## config.mk

```make
export PLATFORM = sky130hd
export DESIGN_NAME = ld_nn_ixiy_store_seq
export DESIGN_NICKNAME = d
export VERILOG_FILES = /design/src/rtl/ld_nn_ixiy_store_seq_pkg.sv /design/src/rtl/ld_nn_ixiy_store_seq_inc16.sv /design/src/rtl/ld_nn_ixiy_store_seq.sv
export SDC_FILE = /design/constraint.sdc
export NUM_CORES = 1
export LEC_CHECK = 0
export ABC_AREA = 1
export BUFFER_PORTS_ARGS = -buffer_cell sky130_fd_sc_hd__clkbuf_2
export CORE_MARGIN = 10
export CORE_UTILIZATION = 45
export CTS_BUF_LIST = sky130_fd_sc_hd__clkbuf_8
export DETAILED_ROUTE_END_ITERATION = 6
export PLACE_DENSITY_LB_ADDON = 0.25
export SYNTH_ARGS = -nofsm -noshare
export SYNTH_HDL_FRONTEND = slang
export SYNTH_SLANG_ARGS = --single-unit
```

## constraint.sdc

```tcl
create_clock -name CLK -period 2.4 [get_ports CLK]
set_clock_uncertainty 0.15 [all_clocks]
set_input_delay 0.24 -clock CLK [delete_from_list [all_inputs] [get_ports CLK]]
set_output_delay 0.24 -clock CLK [all_outputs]
set_load 0.02 [all_outputs]
```

## src/rtl/ld_nn_ixiy_store_seq_pkg.sv

```systemverilog
// ---------------------------------------------------------------------------
// ld_nn_ixiy_store_seq_pkg
// Purpose : shared definitions for the LD (nn),IX / LD (nn),IY store
//           sequencer: step encoding seen by the shared step decoders,
//           opcode constants of the instruction it executes, and the
//           default bus widths.
// Ports   : none (package).
// ---------------------------------------------------------------------------
package ld_nn_ixiy_store_seq_pkg;

  localparam int ADDR_W_DEF = 16;
  localparam int DATA_W_DEF = 8;

  // Prefix / opcode bytes that route execution to this sequencer.
  localparam logic [7:0] PFX_IX      = 8'hDD;
  localparam logic [7:0] PFX_IY      = 8'hFD;
  localparam logic [7:0] OP_LD_NN_RR = 8'h22;

  // State values double as the xpt step number, so keep them explicit.
  typedef enum logic [3:0] {
    ST_IDLE  = 4'd0,
    ST_RD_LO = 4'd1,
    ST_RD_HI = 4'd2,
    ST_WR_LO = 4'd3,
    ST_WR_HI = 4'd4,
    ST_FIN   = 4'd5
  } state_t;

endpackage

```

## src/rtl/ld_nn_ixiy_store_seq_inc16.sv

```systemverilog
// ---------------------------------------------------------------------------
// ld_nn_ixiy_store_seq_inc16
// Purpose : W-bit increment with natural wrap (0xFFFF + 1 = 0x0000).
//           Produces nn+1 for the high-byte write address and for the
//           optional memptr load.
// Ports   : i_a  in  W  operand
//           o_y  out W  i_a + 1 modulo 2^W
// ---------------------------------------------------------------------------
module ld_nn_ixiy_store_seq_inc16 #(
  parameter int W = 16
) (
  input  logic [W-1:0] i_a,
  output logic [W-1:0] o_y
);

  // Carry out of the MSB is dropped on purpose: the address space wraps.
  assign o_y = i_a + {{(W-1){1'b0}}, 1'b1};

endmodule

```

## src/rtl/ld_nn_ixiy_store_seq.sv

```systemverilog
// ---------------------------------------------------------------------------
// ld_nn_ixiy_store_seq
// Purpose : execution sequencer for LD (nn),IX / LD (nn),IY (DD/FD 22).
//           After a start pulse from the opcode decoder it reads the nn
//           operand at pc, pc+1 (low byte first), writes src[7:0] to nn and
//           src[15:8] to nn+1, then pulses set_cm1/reset_itable to hand
//           control back to the M1 fetch.
// Build option : define LD_NN_IXIY_MEMPTR_EN to add the memptr output (the
//           Z80 WZ side effect, loaded with nn+1 when the high byte write
//           completes). Without it the port and its register do not exist.
// Parameters : ADDR_W (16) address width, DATA_W (8) data width; the block
//           only makes sense with ADDR_W = 2*DATA_W = 16.
// Ports   : CLK          in   clock, rising edge
//           notRESET     in   asynchronous active-low reset
//           start        in   decoder pulse, honoured only in IDLE
//           sel_iy       in   sampled with start: 0 = IX, 1 = IY
//           pc           in   operand fetch address
//           ix, iy       in   index register values
//           mem_req      out  transfer request
//           mem_we       out  1 = write, 0 = read
//           mem_addr     out  transfer address
//           mem_wdata    out  write data
//           mem_rdata    in   read data, valid with mem_ack
//           mem_ack      in   transfer complete
//           pc_inc       out  PC+1 request, on each read ack
//           busy         out  high outside IDLE
//           xpt          out  current step number (state encoding)
//           set_cm1      out  begin next M1 (one cycle, in FIN)
//           reset_itable out  coincident with set_cm1
//           memptr       out  (option) nn+1 after the store
// ---------------------------------------------------------------------------
module ld_nn_ixiy_store_seq
  import ld_nn_ixiy_store_seq_pkg::*;
#(
  parameter int ADDR_W = ADDR_W_DEF,
  parameter int DATA_W = DATA_W_DEF
) (
  input  logic              CLK,
  input  logic              notRESET,
  input  logic              start,
  input  logic              sel_iy,
  input  logic [ADDR_W-1:0] pc,
  input  logic [ADDR_W-1:0] ix,
  input  logic [ADDR_W-1:0] iy,
  output logic              mem_req,
  output logic              mem_we,
  output logic [ADDR_W-1:0] mem_addr,
  output logic [DATA_W-1:0] mem_wdata,
  input  logic [DATA_W-1:0] mem_rdata,
  input  logic              mem_ack,
  output logic              pc_inc,
  output logic              busy,
  output logic [3:0]        xpt,
  output logic              set_cm1,
  output logic              reset_itable
`ifdef LD_NN_IXIY_MEMPTR_EN
  ,
  output logic [ADDR_W-1:0] memptr
`endif
);

  state_t            r_state;
  state_t            w_state_next;
  logic [ADDR_W-1:0] r_nn;
  logic [ADDR_W-1:0] r_src;
  logic [ADDR_W-1:0] w_nn_inc;

  ld_nn_ixiy_store_seq_inc16 #(
    .W (ADDR_W)
  ) u_inc (
    .i_a (r_nn),
    .o_y (w_nn_inc)
  );

  // -------------------------------------------------------------------------
  // State register
  // -------------------------------------------------------------------------
  always_ff @(posedge CLK or negedge notRESET) begin
    if (!notRESET) begin
      r_state <= ST_IDLE;
    end else begin
      r_state <= w_state_next;
    end
  end

  // -------------------------------------------------------------------------
  // Next-state logic. In every transfer state mem_req is high, so mem_ack
  // alone marks completion there; an ack in IDLE or FIN is never looked at.
  // -------------------------------------------------------------------------
  always_comb begin
    w_state_next = r_state;
    case (r_state)
      ST_IDLE:  if (start)   w_state_next = ST_RD_LO;
      ST_RD_LO: if (mem_ack) w_state_next = ST_RD_HI;
      ST_RD_HI: if (mem_ack) w_state_next = ST_WR_LO;
      ST_WR_LO: if (mem_ack) w_state_next = ST_WR_HI;
      ST_WR_HI: if (mem_ack) w_state_next = ST_FIN;
      ST_FIN:                w_state_next = ST_IDLE;
      default:               w_state_next = ST_IDLE;
    endcase
  end

  // -------------------------------------------------------------------------
  // Outputs. Everything except pc_inc depends only on the state, so the
  // memory port stays frozen while waiting for ack and mem_req stays high
  // across the RD_LO..WR_HI chain.
  // -------------------------------------------------------------------------
  always_comb begin
    mem_req      = 1'b0;
    mem_we       = 1'b0;
    mem_addr     = '0;
    mem_wdata    = '0;
    pc_inc       = 1'b0;
    busy         = (r_state != ST_IDLE);
    xpt          = 4'(r_state);
    set_cm1      = 1'b0;
    reset_itable = 1'b0;
    case (r_state)
      ST_RD_LO, ST_RD_HI: begin
        mem_req  = 1'b1;
        mem_addr = pc;
        pc_inc   = mem_ack;
      end
      ST_WR_LO: begin
        mem_req   = 1'b1;
        mem_we    = 1'b1;
        mem_addr  = r_nn;
        mem_wdata = r_src[DATA_W-1:0];
      end
      ST_WR_HI: begin
        mem_req   = 1'b1;
        mem_we    = 1'b1;
        mem_addr  = w_nn_inc;
        mem_wdata = r_src[ADDR_W-1:DATA_W];
      end
      ST_FIN: begin
        set_cm1      = 1'b1;
        reset_itable = 1'b1;
      end
      default: ;
    endcase
  end

  // -------------------------------------------------------------------------
  // Operand and source registers. src is captured with start so later
  // writes to IX/IY by other units cannot leak into the stored value.
  // -------------------------------------------------------------------------
  always_ff @(posedge CLK or negedge notRESET) begin
    if (!notRESET) begin
      r_nn  <= '0;
      r_src <= '0;
    end else begin
      if (r_state == ST_IDLE && start) begin
        r_src <= sel_iy ? iy : ix;
      end
      if (r_state == ST_RD_LO && mem_ack) begin
        r_nn[DATA_W-1:0] <= mem_rdata;
      end
      if (r_state == ST_RD_HI && mem_ack) begin
        r_nn[ADDR_W-1:DATA_W] <= mem_rdata;
      end
    end
  end

`ifdef LD_NN_IXIY_MEMPTR_EN
  logic [ADDR_W-1:0] r_memptr;

  always_ff @(posedge CLK or negedge notRESET) begin
    if (!notRESET) begin
      r_memptr <= '0;
    end else if (r_state == ST_WR_HI && mem_ack) begin
      r_memptr <= w_nn_inc;
    end
  end

  assign memptr = r_memptr;
`endif

endmodule

```

==> summary.md <==
| Metric | Value |
|---|---|
| Reg-to-reg startpoint | xpt[1] |
| Io pins | 95 |
| Top FF cell, synth | dfrtp_1 |
| Final worst path period share | 92.5% |
| Ys async rst share | 100% |
| Register area share after synthesis | 35.3% |
| Cell area after synthesis | 0.00248 sq mm |
| Clock share of power | a little under an eighth |
| Diodes inserted | 0 |
| Worst Path Max Fanout | 13 |
| Clock slew seen by the registers of the worst setup and hold paths | about 80 ps |
| Placed Area | between 0.002 and 0.003 sq mm |
| Core ar. | roughly 0.0052 sq mm |
| H-tree levels | 2 |
| Gr ovfl total | 0 |
| Synthesized Nets | 417 |
| Clock Latency Late Sink | between 200 and 300 ps |
| Layout area overhead | 22.2% |
| Switching power share of the total | 50.8% |
| Final ANT Viol Nets | 0 |
| Drt drc | 0 |
| Max_cap viols | 0 |
| Die width | ~94 microns |
| Avg Cell Area, Syn | between 6 and 7 sq um |
| Max Buffers Root-to-Sink | 2 |
| Final TNS setup | 0 ps |
| Maximum clock rate | about 450 MHz |
| Flops & latches, synth | 35 |
| Starting DRT DRC Count | 162 |
| Via density | ~5 |
| CTS tree | built |
| Drt wl/cell | between 10 and 15 microns |
| Full die area | 0.00889 sq mm |
| TritonCTS Sinks | 35 |
| Post-DP HPWL | about 5600 microns |
| FP Rows | 26 |
| Most frequent cells in the layout | 93 x nand2_1, 93 x clkbuf_2, 60 x inv_1, 35 x dfrtp_1, 33 x o21ai_0 |
| Post-CTS Setup Bufs | 0 |
| CP required | 2010 ps |
| Peak VDD IR | around 0.44 mV |
| Netlist cell types | 30 |
| Initial antenna violation count | 0 |
| Synth Instances | between 300 and 400 |
| Crit Path Category | reg2out |
| Crit-path most repeated cell | o21ai_0 |
| Setup crit start kind | register |
| Total power | 3.45 mW |
| Hold Path Class | in2reg |
| Pin count of the biggest net entering global routing | 36 |
| Die height | 94.3 microns |
| CP Data Arrival Time | ~1800 ps |
| DRT Wirelength | between 7000 and 8000 microns |
| Hold WS | about 43 ps |
| Synth warnings | 0 |
| Sequential share of power | about 34% |
| Cell Count, Final, Fillers Out | a little over 500 |
| RSZ-0062 raised after global routing | no |
| Worst path cell trace | nor2_2 -> nand2_2 -> inv_4 -> o21ai_0 -> o21ai_0 -> clkbuf_2 |
| Nets | just over 500 |
| Power Dens Cells | between 1000 and 1500 mW/mm^2 |
| Post-synth EDFFs | 0 |
| First-pass GRT wire length | 11700 microns |
| Worst-Margin Slew | 889 ps |
| CP max-delay cell | dfrtp_1 |
| Register area | around 880 sq um |
| Dpl cells | a little over 500 |
| Worst rel slew slack | 40.7% |
| Initial Util | around 47% |
| Hold_sp | mem_rdata[2] |
| Number of I/O port buffers | just over 90 |
| Vias in the first global route | ~2.5k |
| Largest stage delay, worst path | 480 ps |
| Fillers | 520 |
| CP startpoint | xpt[1] |
| Root buf cell | clkbuf_8 |
| Area occupied by multi-input gates | about 0.0013 sq mm |
| Int Power | around 1.7 mW |
| Shortest period the worst path allows | roughly 2200 ps |
| Pins over their slew limit | 0 |
| Aggregate global-route resource usage | approximately 16% |
| Leakage | between 1.5 and 2 nW |
| Finish-stage setup viols | 0 |
| Psw | approximately 1.8 mW |
| Fraction of layout cells with a size suffix above 1 | slightly below 30% |
| Comb pwr share | between 50% and 60% |
| CP Capture Type | output port |
| CTS buffer count | 5 |
| Pre-Repair DR Iteration Count | 4 |
| Outcome | finished, final reports clean |
| Finished Cell Area | roughly 0.003 sq mm |
| Final hold vios | 0 |
| GP Congestion | a little under 0.9 |
| Vias | roughly 2.6k |
==> metal layers <==
layer / up-vias / global-route usage (%) / share of wire (%)
met3: 6 / 5.28 / 9.8
li1: 1332 / - / -
met1: 1152 / 21.0 / 45
met4: 0 / 4.43 / 0.94
met2: 102 / 24.9 / 44
met5: - / 0 / 0
==> critical path, delay by kind of cell (launching register included) <==
kind	cells	cell delay (ps)
DFF	1	480
and+or+nand+nor	2	420
buffers and inverters	2	380
AOI/OAI and AO/OA	2	260
==> final cells by class <==
type | instances | share of cell area (%)
flip-flops and latches | 35 | 28.9
well taps | 70 | 2.89
multi-input cells | 242 | 41.5
inverters | 62 | 7.75
repair buffers | 96 | 16.2
clock buffers | 5 | 2.27
clock inverters | 3 | 0.536
==> cell usage after synthesis (3+ instances only) <==
| cell type | instances | area [sq um] |
|---|---|---|
| o211ai_1 | 16 | 120 |
| dfrtp_1 | 35 | 876 |
| nor2_4 | 3 | 33.8 |
| nor2_1 | 22 | 82.6 |
| clkbuf_1 | 3 | 11.3 |
| buf_6 | 4 | 45.0 |
| inv_1 | 59 | 221 |
| o21ai_2 | 8 | 70.1 |
| a22oi_1 | 7 | 52.6 |
| nand4_1 | 6 | 37.5 |
| o21ai_0 | 33 | 165 |
| buf_4 | 6 | 45.0 |
| nand2_1 | 94 | 353 |
| inv_2 | 3 | 11.3 |
| o22ai_1 | 8 | 50.1 |
| a22oi_2 | 4 | 50.1 |
| nand3_1 | 26 | 130 |
==> flip-flops by register name (all words and copies together) (netlist names) <==
register,count
r_src,16
r_nn,16
xpt,3
==> per-stage QoR <==
step	setup slack (ps)	util [%]
2_1_floorplan	491	-
3_3_place_gp	404	56.0
3_5_place_dp	332	56.0
4_1_cts	4.89	57.9
5_1_grt	1.72	58.0
6_report	180	58.0
==> power groups by stage <==
stage,registers (mW),clock network [mW],logic [mW]
floorplan,1.08,0,1.43
global placement,1.14,0,1.86
detailed placement,1.16,0,1.89
CTS,1.15,0.425,1.90
global route,1.20,0.445,2.10
finish,1.15,0.412,1.88
==> timing repair <==
action                                  4_1_cts  5_1_grt
hold buffers                                  1        0
hold endpoints to repair                     35        0
endpoints found under the setup margin        0       13
gates resized for setup                       0        2
==> kinds of logic after synthesis <==
family                   count (synthesis)  share of synthesized area, %
flip-flops                              35                          35.3
AO/OA/AOI/OAI                           80                          21.7
adder cells (fa/ha/maj)                  1                         0.504
other                                    1                         0.151
AND/OR/NAND/NOR                        160                          28.4
buffers and inverters                   78                          14.1
==> worst paths after layout <==
path / end / slack [ps] / cells past startpoint
worst max register to register: r_src[13] / 520 / 5
worst max-delay path: mem_addr[5] / 180 / 6
worst min-delay path: r_nn[2] / 40 / 3
max in group asynchronous: r_nn[10] / 1080 / 2
worst min register to register: r_src[1] / 390 / 2
min in group asynchronous: r_src[9] / 460 / 2
Note: power is estimated with default switching activity, not from simulation.
